--- src/rtl/clk_div_pkg.sv ---
// clk_div_pkg: shared width default, divisor type and channel-index width helper.
package clk_div_pkg;
  localparam int DEF_DIV_W = 16;
  typedef logic [DEF_DIV_W-1:0] div_t;
  function automatic int ch_w(input int n);
    return (n > 1) ? $clog2(n) : 1;
  endfunction
endpackage

--- src/rtl/clk_div_chan.sv ---
// clk_div_chan: one divider channel with a shadowed divisor that reloads only on period boundaries.
module clk_div_chan
  import clk_div_pkg::*;
#(
  parameter int DIV_W       = DEF_DIV_W,
  parameter int DEFAULT_DIV = 25000
) (
  input  logic             osc_clk,
  input  logic             clr,
  input  logic             ld,
  input  logic [DIV_W-1:0] ld_val,
  input  logic             sync,
  output logic             tick,
  output logic             clk_out,
  output logic             running
);
  localparam logic [DIV_W-1:0] RST_DIV = DIV_W'(DEFAULT_DIV);
  logic [DIV_W-1:0] cnt_q, cnt_d, act_q, act_d, sh_q, sh_d;
  logic tick_q, tick_d, clk_q, clk_d, run, wrap, restart;
  always_comb begin
    run     = act_q != '0;
    wrap    = run && cnt_q == act_q - 1'b1;
    restart = sync || wrap || !run;
    sh_d    = ld ? ld_val : sh_q;
    act_d   = restart ? sh_d : act_q;
    cnt_d   = restart ? '0 : cnt_q + 1'b1;
    tick_d  = wrap && !sync;
    // a zero divisor taking effect parks the square wave low
    clk_d   = (sync || act_d == '0) ? 1'b0 : wrap ? !clk_q : clk_q;
  end
  always_ff @(posedge osc_clk or posedge clr) begin
    if (clr) begin
      cnt_q  <= '0;
      act_q  <= RST_DIV;
      sh_q   <= RST_DIV;
      tick_q <= 1'b0;
      clk_q  <= 1'b0;
    end else begin
      cnt_q  <= cnt_d;
      act_q  <= act_d;
      sh_q   <= sh_d;
      tick_q <= tick_d;
      clk_q  <= clk_d;
    end
  end
  assign tick    = tick_q;
  assign clk_out = clk_q;
  assign running = run;
endmodule

--- src/rtl/clk_div_multi.sv ---
// clk_div_multi: N-channel programmable divider producing ticks and 50% square waves.
module clk_div_multi
  import clk_div_pkg::*;
#(
  parameter  int N_CH        = 4,
  parameter  int DIV_W       = DEF_DIV_W,
  parameter  int DEFAULT_DIV = 25000,
  localparam int CH_W        = ch_w(N_CH)
) (
  input  logic             osc_clk,
  input  logic             clr,
  input  logic             wr_en,
  input  logic [CH_W-1:0]  wr_ch,
  input  logic [DIV_W-1:0] wr_div,
  input  logic             sync,
  output logic [N_CH-1:0]  tick,
  output logic [N_CH-1:0]  clk_out,
  output logic [N_CH-1:0]  running
);
  for (genvar g = 0; g < N_CH; g++) begin : g_ch
    clk_div_chan #(.DIV_W(DIV_W), .DEFAULT_DIV(DEFAULT_DIV)) u_chan (
      .osc_clk (osc_clk),
      .clr     (clr),
      .ld      (wr_en && wr_ch == CH_W'(g)),
      .ld_val  (wr_div),
      .sync    (sync),
      .tick    (tick[g]),
      .clk_out (clk_out[g]),
      .running (running[g])
    );
  end
endmodule
--- config.mk ---
export PLATFORM = sky130hd
export DESIGN_NAME = clk_div_multi
export DESIGN_NICKNAME = d
export VERILOG_FILES = /design/src/rtl/clk_div_pkg.sv /design/src/rtl/clk_div_chan.sv /design/src/rtl/clk_div_multi.sv
export SDC_FILE = /design/constraint.sdc
export NUM_CORES = 1
export LEC_CHECK = 0
export BUFFER_PORTS_ARGS = -buffer_cell sky130_fd_sc_hd__clkbuf_2
export CORE_MARGIN = 10
export CORE_UTILIZATION = 45
export DETAILED_ROUTE_END_ITERATION = 12
export HOLD_SLACK_MARGIN = 0.15
export PLACE_DENSITY = 0.59
export SLEW_MARGIN = 20
export SYNTH_ARGS = -nofsm -noshare
export SYNTH_HDL_FRONTEND = slang
export SYNTH_SLANG_ARGS = --single-unit
--- constraint.sdc ---
create_clock -name osc_clk -period 16.7 [get_ports osc_clk]
set_clock_uncertainty 0.1 [all_clocks]
set_input_delay 2.505 -clock osc_clk [delete_from_list [all_inputs] [get_ports osc_clk]]
set_output_delay 2.505 -clock osc_clk [all_outputs]
set_load 0.01 [all_outputs]
### After elaboration in Yosys (flattened, before gate mapping)

Index checks and enable logic that the tools add are counted.

* bits in registers: 200
* input bits: 22
* output and inout bits: 12
* logic and storage cells: 101

* reductions and logical operators: 46
* $add $sub $neg: 8
* equal/unequal tests: 7
* mux-type cells: 20

Operator list (number)
* 16-bit two-way mux: 12
* 16-bit by 1-bit adder with 16-bit output, second input constant: 4
* 16-bit == test: 4
* 16-bit logical NOT: 4
* 16-bit nonzero test: 4
* 16-bit by 1-bit subtractor with 16-bit output, second input constant: 4
* 1-bit logical AND: 12
* 1-bit logical OR: 12
* 1-bit logical NOT: 9
* 1-bit two-way mux: 8
* 2-bit nonzero test: 4
* 2-bit == test, second input constant: 2
* 2-bit by 1-bit == test with 1-bit output, second input constant: 1
* 2-bit logical NOT: 1

### Depth between registers and ports, before layout

* depth in word-level cells: 9
* depth in mapped cells: 13
* gate-level depth less buffers: 10

### Hierarchy

A second synthesis with hierarchy kept.

* cell total of the unflattened synthesis: 1069
* area total of the unflattened synthesis: 11328.4 um^2

By module, submodules not included
* clk_div_chan at g_ch[0].u_chan ...: seq. area each 1266.2 um^2, instances 3, cells each 264, area each 2790.2 um^2
* clk_div_chan at g_ch[3].u_chan: seq. area each 1266.2 um^2, instances 1, cells each 273, area each 2920.3 um^2
* clk_div_multi: seq. area each 0.0 um^2, instances 1, cells each 4, area each 37.5 um^2

### Worst setup path before layout

Ideal clock, no wire load.

* path type: input-to-reg
* start point: input port wr_ch[1]
* end point: register g_ch[0].u_chan.clk_q
* path buffers: 1
* cell stages on the path: 8
* slack: 11.816 ns
* arrival: 4.649 ns
* library setup time: 0.136 ns
* cell sequence: nor3b_1 -> clkbuf_1 -> mux2_2 -> nor4_1 -> and4_1 -> nor3_1 -> o21ai_0 -> o41ai_2

* cells in the longest elaborated chain, start to end: 7
* elaborated cells between the ends (all ways): 8
* classes of those cells: mux: 3; reduce/logical: 5

Ends and longest elaborated chain
* start, declared: line clk_div_multi.sv:13 `input logic [CH_W-1:0] wr_ch,`
* 2-bit logical NOT (*): line clk_div_multi.sv:24 `.ld (wr_en && wr_ch == CH_W'(g)),`
* 1-bit logical AND (*): line clk_div_multi.sv:24
* 16-bit two-way mux (*): line clk_div_chan.sv:24 `sh_d = ld ? ld_val : sh_q;`
* named net g_ch[0].u_chan.sh_d[6]: line clk_div_chan.sv:18 `logic [DIV_W-1:0] cnt_q, cnt_d, act_q, act_d, sh_q, sh_d;`
* 16-bit two-way mux (*): line clk_div_chan.sv:25 `act_d = restart ? sh_d : act_q;`
* 16-bit logical NOT (*): line clk_div_chan.sv:29 `clk_d = (sync || act_d == '0) ? 1'b0 : wrap ? !clk_q : clk_q;`
* 1-bit logical OR (*): line clk_div_chan.sv:29
* 1-bit two-way mux or 2-bit nonzero test (tied branches)
* end signal, assigned: line clk_div_chan.sv:43 `clk_q <= clk_d;`
* end, declared: line clk_div_chan.sv:19 `logic tick_q, tick_d, clk_q, clk_d, run, wrap, restart;`

Mark *: on every way through the listed nets, which the timed path passes. The rest lies on a longest branch.
A chain may end at the register's enable or synchronous reset.

### Final worst setup path

* start point: register g_ch[1].u_chan.act_q[0]
* end point: output port running[1]

* cells in the longest elaborated chain, start to end: 1

Ends and longest elaborated chain
* start, declared: line clk_div_chan.sv:18
* start signal, assigned: line clk_div_chan.sv:40 `act_q <= act_d;`
* 16-bit nonzero test: line clk_div_chan.sv:21 `run = act_q != '0;`
* end, declared: line clk_div_multi.sv:18 `output logic [N_CH-1:0] running`

Every way passes these cells.

==> metrics.cfg <==
[critical_path]
crit_family = simple AND/OR/NAND/NOR gates
cp.arrival_ps = 2500
r2r_slack_ps = 12670
timing.reg2reg.worst_path_depth = 11
critical_path.cell_chain = inv_1 -> ha_1 -> nor3b_1 -> nor2b_1 -> and2_1 -> inv_1 -> clkbuf_2
cp_num_buf_inv = 3
start_kind = flop
timing.rr.end = g_ch[2].u_chan.act_q[11]$_DFF_PP0_
path_max_fanout = 6
criticalPathCategory = reg -> out
cp_slowest_stage_delay_ps = 600
crit_path_top_delay_cell = nor3b_1
end_kind = output port
crit_path_frequent_cell = inv_1
crit_required_ps = 14100
r2r-start = g_ch[2].u_chan.act_q[0]$_DFF_PP0_

[route]
drt_first_pass_iters = 5
drc = 0
postRouteAntennaNets = 0
drt_iter0_markers = 445
wl_per_cell_um = 16.9
wl_mm = 21.9
via_count = 6955
vias_per_cell = 5.36

[floorplan]
start_util = 0.459
dieArea_sq_um = 29700
ios = 34
core_sq_um = 22800
die_h_um = 172
rows = 55
fp.dieW_um = 172

[global_routing]
grt_max_degree = 126
antenna_found_initial = 0
grt_pass1_wl_mm = 36.8
overflow = 0
grt.total_usage = 0.156
grt_pass1_vias = 6907

[clocking]
cts-root-buf = clkbuf_16
clk_transition_reported_paths_ps = 80
ctsHoldBuffers = 0
cts_made_buffers = 17
tritoncts = done
post_cts_buffers = 0
cts.sinks = 200
cts_resized = 0
htreeDepth = 4
clk_path_buf_depth = 2
insertion_delay_ps = 440

[final_layout]
areaGrowthSynthToFinish_pct = 9.77
n_antenna_cell = 0
fin_nets = 1002
fill_cells = 2051
layout-drive-gt1-share = 0.247
stdcell_area_sq_um = 11500

[sta]
tightest_slew_ps = 972
drv_slew = 0
setup_viol = 0
hold_viol_final = 0
setup_tns_ps = 0
period_share = 0.306
slew_headroom = 0.352
grt_setup_unrepaired = false
setup_slack_ps = 11590
fmax_mhz = 196
timing.hold.ws_ps = 412
period_needed_ps = 5110

[logic_synthesis]
yosys-top-cells-area = dfrtp_1 36%, mux2_2 12%, dfstp_2 12%
ys_types = 65
synth_top_area_frac = 0.364
dominantRegCellSynth = dfrtp_1
synth_fp_nets = 985
async_flop_share = 1.00
syn_inst = 955
synth.cell_area_sq_um = 10500
synth_most_common_cell = dfrtp_1
synth-seq-cells = 200
yosysWarnings = 0
syn_area_per_cell_sq_um = 10.9
yosys-top-cells-count = 152 x dfrtp_1, 114 x mux2_2, 102 x nor2_1
ys_seq_area_frac = 0.485
yosysTopAreaCell = dfrtp_1
synth_edf_count = 0

[power]
peakVddDrop_v = 0.0000542
p_leak_nw = 4.72
total_power_mw = 1.34
p_per_area_nw_per_um2 = 117

[place]
port-buffer-count = 33
gp_congestion = 0.796
hpwl_mm = 15.5
dp_slack_ps = 11710
placed_cell_area_sq_um = 10800

[min_path]
hold-path-endpoint = g_ch[1].u_chan.sh_q[10]$_DFF_PP0_
hold_path.class = reg -> reg
hp-start = g_ch[1].u_chan.sh_q[10]$_DFF_PP0_
hold_depth = 1

[job]
cap_violations = 0

[run_status]
status = finished, final reports clean

## routing by layer
| metal | track usage | routed length (um) | up-vias |
|---|---|---|---|
| li1 | - | - | 3433 |
| met1 | 0.214 | 11100 | 3440 |
| met2 | 0.246 | 10100 | 71 |
| met3 | 0.0331 | 544 | 11 |
| met4 | 0.0341 | 200 | 0 |
| met5 | 0 | 0 | - |
## through the flow
stage / std cells / util
after floorplan: 955 / -
after detailed placement: 1266 / 0.475
after global placement: 1266 / 0.475
final: 1298 / 0.504
after global routing: 1298 / 0.504
after CTS: 1298 / 0.504
## power by group
group	leakage [nW]	total, mW	switching, mW	internal (mW)
sequential	2.45	0.644	0.0725	0.572
clock	0.315	0.450	0.202	0.248
combinational	1.95	0.245	0.123	0.122
total	4.72	1.34	0.398	0.942
## registers in the layout, indices dropped and copies added (netlist names)
register and count:
g_ch.u_chan.cnt_q 64, g_ch.u_chan.tick 4, g_ch.u_chan.sh_q 64, g_ch.u_chan.clk_out 4, g_ch.u_chan.act_q 64
## placed cells by master, fill, tap and decap left out, drive strengths merged, types with 6 or more instances in the layout
| master | Yosys | layout |
|---|---|---|
| a21oi | 15 | 15 |
| and3 | 28 | 28 |
| and4 | 7 | 7 |
| buf | 25 | 6 |
| clkbuf | 16 | 51 |
| dfrtp | 152 | 152 |
| dfstp | 48 | 48 |
| ha | 8 | 8 |
| inv | 19 | 26 |
| mux2 | 131 | 131 |
| mux2i | 12 | 12 |
| nand2 | 49 | 49 |
| nand2b | 6 | 6 |
| nand3 | 49 | 49 |
| nand3b | 6 | 6 |
| nor2 | 102 | 102 |
| nor3 | 30 | 30 |
| nor4 | 33 | 33 |
| o21ai | 13 | 13 |
| or3 | 12 | 12 |
| xnor2 | 54 | 54 |
| xor2 | 70 | 70 |
## cell type report
type	instances	area, sq um	share of cell area
tap	313	392	0.0341
multi-input combinational	695	5080	0.443
sequential	200	5060	0.441
inverter	19	78.8	0.00687
clock inverter	14	204	0.0178
timing repair buffer	39	210	0.0183
clock buffer	18	439	0.0383
## how the worst max path moves through the flow
stage,from,endpoint,slack (ps),cells after the start
2_1_floorplan,clr,g_ch[0].u_chan.act_q[0]$_DFF_PP0_,8720,1
3_3_place_gp,wr_ch[1],g_ch[1].u_chan.clk_out$_DFFE_PP0P_,11700,8
3_5_place_dp,wr_ch[1],g_ch[1].u_chan.clk_out$_DFFE_PP0P_,11710,8
4_1_cts,g_ch[1].u_chan.act_q[0]$_DFF_PP0_,running[1],11570,7
5_1_grt,g_ch[3].u_chan.act_q[0]$_DFF_PP0_,running[3],11290,7
6_report,g_ch[1].u_chan.act_q[0]$_DFF_PP0_,running[1],11590,7
## kinds of logic (layout without fill, tap and decap cells)
logic type | after synthesis | after routing | share of synthesized area
adders and majority gates | 8 | 8 | 0.00958
AOI/OAI and AO/OA | 69 | 69 | 0.0456
DFF | 200 | 200 | 0.485
buffers and inverters | 60 | 90 | 0.0295
xor gates and xnor gates | 124 | 124 | 0.104
and+or+nand+nor | 351 | 351 | 0.174
muxes | 143 | 143 | 0.153
No activity file was read; power rests on OpenSTA's default activity.
